**config.mk**
```make
export PLATFORM = sky130hd
export DESIGN_NAME = hood_mode_ctrl
export DESIGN_NICKNAME = d
export VERILOG_FILES = /design/src/rtl/hood_mode_ctrl.sv
export SDC_FILE = /design/constraint.sdc
export NUM_CORES = 1
export LEC_CHECK = 0
export BUFFER_PORTS_ARGS = -buffer_cell sky130_fd_sc_hd__buf_2
export CAP_MARGIN = 20
export CORE_MARGIN = 2
export CORE_UTILIZATION = 35
export DETAILED_ROUTE_END_ITERATION = 6
export PLACE_DENSITY = 0.51
export SLEW_MARGIN = 20
export SYNTH_ARGS = -nofsm -noshare
export SYNTH_HDL_FRONTEND = slang
export SYNTH_SLANG_ARGS = --single-unit
```
**constraint.sdc**
```tcl
create_clock -name clk -period 6.1 [get_ports clk]
set_clock_uncertainty 0.2 [all_clocks]
set_input_delay 1.22 -clock clk [delete_from_list [all_inputs] [get_ports clk]]
set_output_delay 1.22 -clock clk [all_outputs]
set_load 0.005 [all_outputs]
```
**src/rtl/hood_mode_ctrl.sv**
```systemverilog
// Range-hood mode controller: N speed levels with a timed hurricane burst on the top level,
// a timed self-clean mode, and the shared per-second prescaler behind both countdowns.
module hood_mode_ctrl #(
  parameter int unsigned CLK_HZ     = 100_000_000,
  parameter int unsigned NUM_LEVELS = 3,
  parameter int unsigned TOP_SECS   = 60,
  parameter int unsigned CLEAN_SECS = 180,
  parameter int unsigned LW         = $clog2(NUM_LEVELS + 1)
) (
  input  logic                  clk,
  input  logic                  rst,
  input  logic                  power_on,
  input  logic                  menu_btn,
  input  logic [NUM_LEVELS-1:0] level_btn,
  input  logic                  clean_btn,
  input  logic                  top_allowed,
  output logic [LW-1:0]         level,
  output logic                  cleaning,
  output logic                  menu_armed,
  output logic [7:0]            secs_left,
  output logic [NUM_LEVELS+1:0] led,
  output logic                  done_pulse
);

  localparam int unsigned    PW        = (CLK_HZ > 1) ? $clog2(CLK_HZ) : 1;
  localparam int unsigned    LEDW      = $clog2(NUM_LEVELS + 2);
  localparam logic [PW-1:0]  PRESC_MAX = PW'(CLK_HZ - 1);
  localparam logic [LW-1:0]  TOP_LEVEL = LW'(NUM_LEVELS);
  localparam logic [LW-1:0]  SUB_LEVEL = LW'(NUM_LEVELS - 1);

  typedef enum logic [2:0] {StOff, StStandby, StRun, StHurricane, StClean} state_e;

  state_e                  state_q, state_d;
  logic [LW-1:0]           run_lvl_q, run_lvl_d;
  logic                    armed_q, armed_d;
  logic                    ret_q, ret_d;
  logic                    done_q, done_d;
  logic [7:0]              secs_q, secs_d;
  logic [PW-1:0]           presc_q, presc_d;
  logic                    menu_prev_q, clean_prev_q;
  logic [NUM_LEVELS-1:0]   level_prev_q;
  logic [LW-1:0]           level_q, level_d;
  logic [NUM_LEVELS+1:0]   led_q, led_d;
  logic                    cleaning_q, cleaning_d;

  logic                    menu_edge, clean_edge;
  logic [NUM_LEVELS-1:0]   level_edge, sb_mask, run_mask;
  logic [LW-1:0]           sb_pick, run_pick;
  logic                    tick, expire;

  // Returns the 1-based level of the lowest set bit, or 0 when none is set.
  function automatic logic [LW-1:0] lowest_level(input logic [NUM_LEVELS-1:0] m);
    logic [LW-1:0] r;
    r = '0;
    for (int i = NUM_LEVELS - 1; i >= 0; i--) begin
      if (m[i]) r = LW'(i + 1);
    end
    return r;
  endfunction

  // Button edges, candidate level selections and the one-second tick.
  always_comb begin
    menu_edge  = menu_btn & ~menu_prev_q;
    clean_edge = clean_btn & ~clean_prev_q;
    level_edge = level_btn & ~level_prev_q;
    for (int i = 0; i < NUM_LEVELS; i++) begin
      // The top level is only a candidate from standby, and only while permitted.
      sb_mask[i]  = level_edge[i] & ((i != NUM_LEVELS - 1) | top_allowed);
      run_mask[i] = level_edge[i] & (i != NUM_LEVELS - 1) & (LW'(i + 1) != run_lvl_q);
    end
    sb_pick  = lowest_level(sb_mask);
    run_pick = lowest_level(run_mask);
    tick     = (presc_q == PRESC_MAX);
    expire   = tick & (secs_q == 8'd1);
  end

  // Next-state logic for the mode FSM, its timers and the menu/return flags.
  always_comb begin
    state_d   = state_q;
    run_lvl_d = run_lvl_q;
    armed_d   = armed_q;
    ret_d     = ret_q;
    secs_d    = secs_q;
    presc_d   = presc_q;
    done_d    = 1'b0;

    if ((state_q == StHurricane) || (state_q == StClean)) begin
      presc_d = tick ? '0 : presc_q + 1'b1;
    end

    if (!power_on) begin
      state_d   = StOff;
      run_lvl_d = '0;
      armed_d   = 1'b0;
      ret_d     = 1'b0;
      secs_d    = '0;
      presc_d   = '0;
    end else begin
      unique case (state_q)
        StOff: state_d = StStandby;
        StStandby: begin
          if (armed_q && (sb_pick != '0)) begin
            armed_d = 1'b0;
            if (sb_pick == TOP_LEVEL) begin
              state_d = StHurricane;
              secs_d  = 8'(TOP_SECS);
              presc_d = '0;
              ret_d   = 1'b0;
            end else begin
              state_d   = StRun;
              run_lvl_d = sb_pick;
            end
          end else if (armed_q && clean_edge) begin
            armed_d = 1'b0;
            state_d = StClean;
            secs_d  = 8'(CLEAN_SECS);
            presc_d = '0;
          end else if (menu_edge) begin
            armed_d = ~armed_q;
          end
        end
        StRun: begin
          if (armed_q) begin
            state_d   = StStandby;
            run_lvl_d = '0;
            armed_d   = 1'b0;
          end else begin
            if (run_pick != '0) run_lvl_d = run_pick;
            if (menu_edge) armed_d = 1'b1;
          end
        end
        StHurricane: begin
          // A menu press in the expiry cycle still counts toward the return.
          ret_d = ret_q | menu_edge;
          if (!top_allowed || expire) begin
            state_d   = ret_d ? StRun : StStandby;
            run_lvl_d = ret_d ? SUB_LEVEL : '0;
            done_d    = top_allowed;
            ret_d     = 1'b0;
            secs_d    = '0;
            presc_d   = '0;
          end else if (tick) begin
            secs_d = secs_q - 8'd1;
          end
        end
        StClean: begin
          if (expire) begin
            state_d = StStandby;
            done_d  = 1'b1;
            secs_d  = '0;
            presc_d = '0;
          end else if (tick) begin
            secs_d = secs_q - 8'd1;
          end
        end
        default: state_d = StOff;
      endcase
    end
  end

  // Decode the displayed outputs from the next state so they can be registered.
  always_comb begin
    level_d    = '0;
    led_d      = '0;
    cleaning_d = 1'b0;
    unique case (state_d)
      StOff: ;
      StStandby: led_d[0] = 1'b1;
      StRun: begin
        level_d                  = run_lvl_d;
        led_d[LEDW'(run_lvl_d)]  = 1'b1;
      end
      StHurricane: begin
        level_d           = TOP_LEVEL;
        led_d[NUM_LEVELS] = 1'b1;
      end
      StClean: begin
        cleaning_d            = 1'b1;
        led_d[NUM_LEVELS + 1] = 1'b1;
      end
      default: ;
    endcase
  end

  // State, timers, edge history and registered outputs.
  always_ff @(posedge clk or negedge rst) begin
    if (!rst) begin
      state_q      <= StOff;
      run_lvl_q    <= '0;
      armed_q      <= 1'b0;
      ret_q        <= 1'b0;
      done_q       <= 1'b0;
      secs_q       <= '0;
      presc_q      <= '0;
      menu_prev_q  <= 1'b0;
      clean_prev_q <= 1'b0;
      level_prev_q <= '0;
      level_q      <= '0;
      led_q        <= '0;
      cleaning_q   <= 1'b0;
    end else begin
      state_q      <= state_d;
      run_lvl_q    <= run_lvl_d;
      armed_q      <= armed_d;
      ret_q        <= ret_d;
      done_q       <= done_d;
      secs_q       <= secs_d;
      presc_q      <= presc_d;
      menu_prev_q  <= menu_btn;
      clean_prev_q <= clean_btn;
      level_prev_q <= level_btn;
      level_q      <= level_d;
      led_q        <= led_d;
      cleaning_q   <= cleaning_d;
    end
  end

  assign level      = level_q;
  assign cleaning   = cleaning_q;
  assign menu_armed = armed_q;
  assign secs_left  = secs_q;
  assign led        = led_q;
  assign done_pulse = done_q;

endmodule

```
==> impl_metrics.prom <==
# TYPE chip_impl_metric gauge
chip_impl_info{name="outcome",value="finished clean"} 1
chip_impl_metric{name="cp.required",unit="ps"} 6090
chip_impl_metric{name="seq_area_frac_synth",unit="%"} 42.7
chip_impl_info{name="ys_dominant_reg_cell",value="sky130_fd_sc_hd__dfrtp_1"} 1
chip_impl_metric{name="num_rows",unit=""} 35
chip_impl_metric{name="delay_of_the_slowest_cell_on_the_worst_path",unit="ps"} 920
chip_impl_metric{name="area.growth.synth_to_final",unit="%"} 9.05
chip_impl_metric{name="core_area",unit="um2"} 9060
chip_impl_metric{name="synthMuxAreaShare",unit="%"} 0.660
chip_impl_metric{name="total_leakage_power",unit="nW"} 1.48
chip_impl_metric{name="clock_path_buffers",unit=""} 2
chip_impl_info{name="timing.hold.worst.class",value="reg -> reg"} 1
chip_impl_metric{name="post_synth_inst_count",unit=""} 346
chip_impl_metric{name="cts_post_setup_buffers_inserted",unit=""} 0
chip_impl_info{name="worst_path_dominant_cell_family",value="simple AND/OR/NAND/NOR gates"} 1
chip_impl_metric{name="report.final.slew_viol_count",unit=""} 0
chip_impl_info{name="synthTopCellsByArea",value="sky130_fd_sc_hd__dfrtp_1 43%, sky130_fd_sc_hd__nor2_1 6.6%, sky130_fd_sc_hd__xnor2_1 4.1%"} 1
chip_impl_metric{name="yosys.area.top_type_share",unit="%"} 42.7
chip_impl_info{name="timing.critical_path.to_type",value="flip-flop"} 1
chip_impl_metric{name="top_level_ports",unit=""} 27
chip_impl_metric{name="fin_tns_setup",unit="ps"} 0
chip_impl_metric{name="fp.dieH",unit="um"} 99.9
chip_impl_metric{name="gp_congestion",unit=""} 0.802
chip_impl_metric{name="antenna-diode-count",unit=""} 0
chip_impl_metric{name="parity_gate_share_of_the_synthesized_area_counting_xor_and_xnor_cells",unit="%"} 7.61
chip_impl_metric{name="max-slew-margin-rel",unit="%"} 30.2
chip_impl_metric{name="first_pass_iters",unit=""} 4
chip_impl_info{name="rsz0062_at_grt",value="false"} 1
chip_impl_metric{name="start_util",unit="%"} 35.5
chip_impl_metric{name="antenna_violations_before_repair",unit=""} 0
chip_impl_metric{name="power_per_cell_area",unit="nW/um2"} 191
chip_impl_metric{name="grt_pass1_vias",unit=""} 2498
chip_impl_metric{name="final_critical_path_time_including_i_o_delays_and_setup",unit="ps"} 3280
chip_impl_metric{name="drc_violation_count_after_routing",unit=""} 0
chip_impl_info{name="clock_root_buffer",value="sky130_fd_sc_hd__clkbuf_8"} 1
chip_impl_metric{name="cap_violations",unit=""} 0
chip_impl_metric{name="fmax",unit="MHz"} 305
chip_impl_metric{name="clk_latency",unit="ps"} 320
chip_impl_metric{name="tightest_slew",unit="ps"} 1040
chip_impl_metric{name="timing.critical_path.fanout_max",unit=""} 15
chip_impl_metric{name="layout_worst_path_cycle_share",unit="%"} 53.8
chip_impl_metric{name="post_route_cells_drive_above_1_share",unit="%"} 14.4
chip_impl_metric{name="grt_first_pass_wirelength",unit="um"} 12300
chip_impl_metric{name="detail_route.wl_per_cell",unit="um"} 15.6
chip_impl_metric{name="port-buffer-count",unit=""} 26
chip_impl_metric{name="routed_wirelength",unit="um"} 7500
chip_impl_metric{name="synth-edff-count",unit=""} 0
chip_impl_metric{name="htreeDepth",unit=""} 2
chip_impl_metric{name="gr-total-overflow",unit=""} 0
chip_impl_metric{name="post_cts_resize_count",unit=""} 0
chip_impl_metric{name="detailroute.via_count",unit=""} 2631
chip_impl_metric{name="total_nets_final",unit=""} 379
chip_impl_metric{name="cts_made_buffers",unit=""} 5
chip_impl_metric{name="setup_violations",unit=""} 0
chip_impl_info{name="critPathMostFrequentCell",value="sky130_fd_sc_hd__nor3b_1"} 1
chip_impl_info{name="cpMaxStageDelayCell",value="sky130_fd_sc_hd__nor3b_1"} 1
chip_impl_metric{name="yosys.area_share.adder",unit="%"} 1.17
chip_impl_metric{name="synth_compound_area_share",unit="%"} 15.7
chip_impl_metric{name="timing_hold_violations_final",unit=""} 0
chip_impl_metric{name="instances_no_fill",unit=""} 479
chip_impl_metric{name="avgViaCountPerCell",unit=""} 5.49
chip_impl_metric{name="fp.dieArea",unit="um2"} 9990
chip_impl_metric{name="crit_arrival",unit="ps"} 3270
chip_impl_metric{name="drtIter0Drc",unit=""} 150
chip_impl_metric{name="power.ir.vdd_worst",unit="mV"} 0.0780
chip_impl_info{name="cts_tree",value="done"} 1
chip_impl_metric{name="drt.antenna.violating_nets",unit=""} 0
chip_impl_metric{name="hold_ws",unit="ps"} 360
chip_impl_info{name="combinational_family_with_the_most_area_after_synthesis",value="simple AND/OR/NAND/NOR gates"} 1
chip_impl_metric{name="place_hpwl",unit="um"} 5240
chip_impl_metric{name="cp_num_buf_inv",unit=""} 0
chip_impl_metric{name="worst_setup_hold_path_clk_slew",unit="ps"} 110
chip_impl_metric{name="die-width",unit="um"} 99.9
chip_impl_metric{name="grt_max_degree",unit=""} 56
chip_impl_info{name="synth.largest_area_cell",value="sky130_fd_sc_hd__dfrtp_1"} 1
chip_impl_metric{name="cts_hold_buffers",unit=""} 0
chip_impl_metric{name="cts.sinks",unit=""} 55
chip_impl_metric{name="asyncSetResetFlopFracSynth",unit="%"} 100
chip_impl_info{name="worstSetupPathType",value="reg -> reg"} 1
chip_impl_metric{name="post-place-cells",unit=""} 471
chip_impl_metric{name="yosys_warnings",unit=""} 0
chip_impl_info{name="path_cells",value="nor3b_1 -> o2111ai_1 -> nor3b_1 -> nand4_1 -> xnor2_1 -> nor2_1"} 1
chip_impl_metric{name="syn-num-nets",unit=""} 358
chip_impl_metric{name="grt_usage",unit="%"} 15.5
chip_impl_metric{name="ys_types",unit=""} 70
chip_impl_metric{name="synth.avg_cell_area",unit="um2"} 9.31
chip_impl_metric{name="syn-cell-area",unit="um2"} 3220
chip_impl_info{name="kind_of_start_point_of_the_critical_path",value="flip-flop"} 1
chip_impl_metric{name="ys_seq_elements",unit=""} 55
chip_impl_metric{name="synth_area_in_simple_gates",unit="%"} 28.0
[worst min-delay path: cells and delay by family (launching register included)]
family	cells	cell delay, ps
xor+xnor	1	80
flops	1	380
simple gates	1	80
[sequential cells by signal, summed over array words and instances, names as in the netlist]
register,flops
menu_armed,1
presc_q,27
secs_left,8
level,2
run_lvl_q,2
menu_prev_q,1
level_prev_q,3
cleaning,1
led,4
state_q,3
clean_prev_q,1
ret_q,1
done_pulse,1
[routing by layer]
metal	global-route usage [%]	up-vias	wire length, um
li1	-	1271	-
met1	21.1	1305	3610
met2	25.6	47	3530
met3	2.79	8	260
met4	4.21	0	92
met5	0	-	0
[cell usage in the layout (no fill, tap or decap), types with 5 or more instances in the layout]
master                     netlist  layout
sky130_fd_sc_hd__dfrtp_1        55      55
sky130_fd_sc_hd__clkbuf_8        0       5
sky130_fd_sc_hd__nor2b_1         8       8
sky130_fd_sc_hd__nand2_1        23      23
sky130_fd_sc_hd__nand2b_1        7       7
sky130_fd_sc_hd__nor2_1         57      57
sky130_fd_sc_hd__xnor2_1        15      15
sky130_fd_sc_hd__inv_1          14      14
sky130_fd_sc_hd__nand3_1        12      12
sky130_fd_sc_hd__buf_2           1      26
sky130_fd_sc_hd__a21oi_1         9       9
sky130_fd_sc_hd__nor3_1          5       5
sky130_fd_sc_hd__o21ai_0        11      11
sky130_fd_sc_hd__nand4_1        10      10
sky130_fd_sc_hd__xor2_1         13      13
[synthesized netlist by cell type (5+ instances only)]
cell type,instances
sky130_fd_sc_hd__nor2_1,57
sky130_fd_sc_hd__inv_1,14
sky130_fd_sc_hd__dfrtp_1,55
sky130_fd_sc_hd__nand2b_1,7
sky130_fd_sc_hd__a21oi_1,9
sky130_fd_sc_hd__xnor2_1,15
sky130_fd_sc_hd__clkbuf_1,8
sky130_fd_sc_hd__xor2_1,13
sky130_fd_sc_hd__nor2b_1,8
sky130_fd_sc_hd__o21ai_0,11
sky130_fd_sc_hd__nand3_1,12
sky130_fd_sc_hd__nand4_1,10
sky130_fd_sc_hd__nor3_1,5
sky130_fd_sc_hd__nand2_1,23
[per-stage QoR]
stage          worst slack, ps  util (%)  area (um2)  power, mW
2_1_floorplan             3200         -        3220      0.435
3_3_place_gp              2780      37.8        3420      0.462
3_5_place_dp              2690      37.8        3420      0.461
4_1_cts                   2800      38.8        3510      0.682
5_1_grt                   2570      38.8        3510      0.704
6_report                  2820      38.8        3510      0.670
[report_power, final]
group          internal [mW]  total (mW)  leakage, nW  switching, mW
clock network         0.0836       0.216       0.0489          0.133
registers              0.372       0.383        0.752         0.0110
logic                 0.0280      0.0709        0.680         0.0429
[cells by family after synthesis]
kind of cell,count (synthesis)
and+or+nand+nor,167
AOI/OAI and AO/OA,63
DFF,55
xor gates and xnor gates,28
buffers and inverters,28
adders and majority gates,3
muxes,2
[area by class of cell]
cell class / count / area [um2]
flip-flops and latches: 55 / 1380
well taps: 111 / 139
inverters: 15 / 56.3
multi-input cells: 263 / 1710
fillers: 931 / 5550
repair buffers: 27 / 138
clock buffers: 5 / 68.8
clock inverters: 3 / 22.5
[final timing paths]
kind                                  startpoint               endpoint  slack (ps)  cells after the start
max in group asynchronous                    rst  presc_q[14]$_DFF_PN0_        4390                      2
min in group asynchronous                    rst     level[1]$_DFF_PN0_         810                      2
setup / recovery            state_q[0]$_DFF_PN0_  presc_q[25]$_DFF_PN0_        2820                      6
hold / removal             presc_q[16]$_DFF_PN0_  presc_q[16]$_DFF_PN0_         360                      2
setup reg to reg            state_q[0]$_DFF_PN0_  presc_q[25]$_DFF_PN0_        2820                      6
hold reg to reg            presc_q[16]$_DFF_PN0_  presc_q[16]$_DFF_PN0_         360                      2
(Power assumes the default switching activity.)
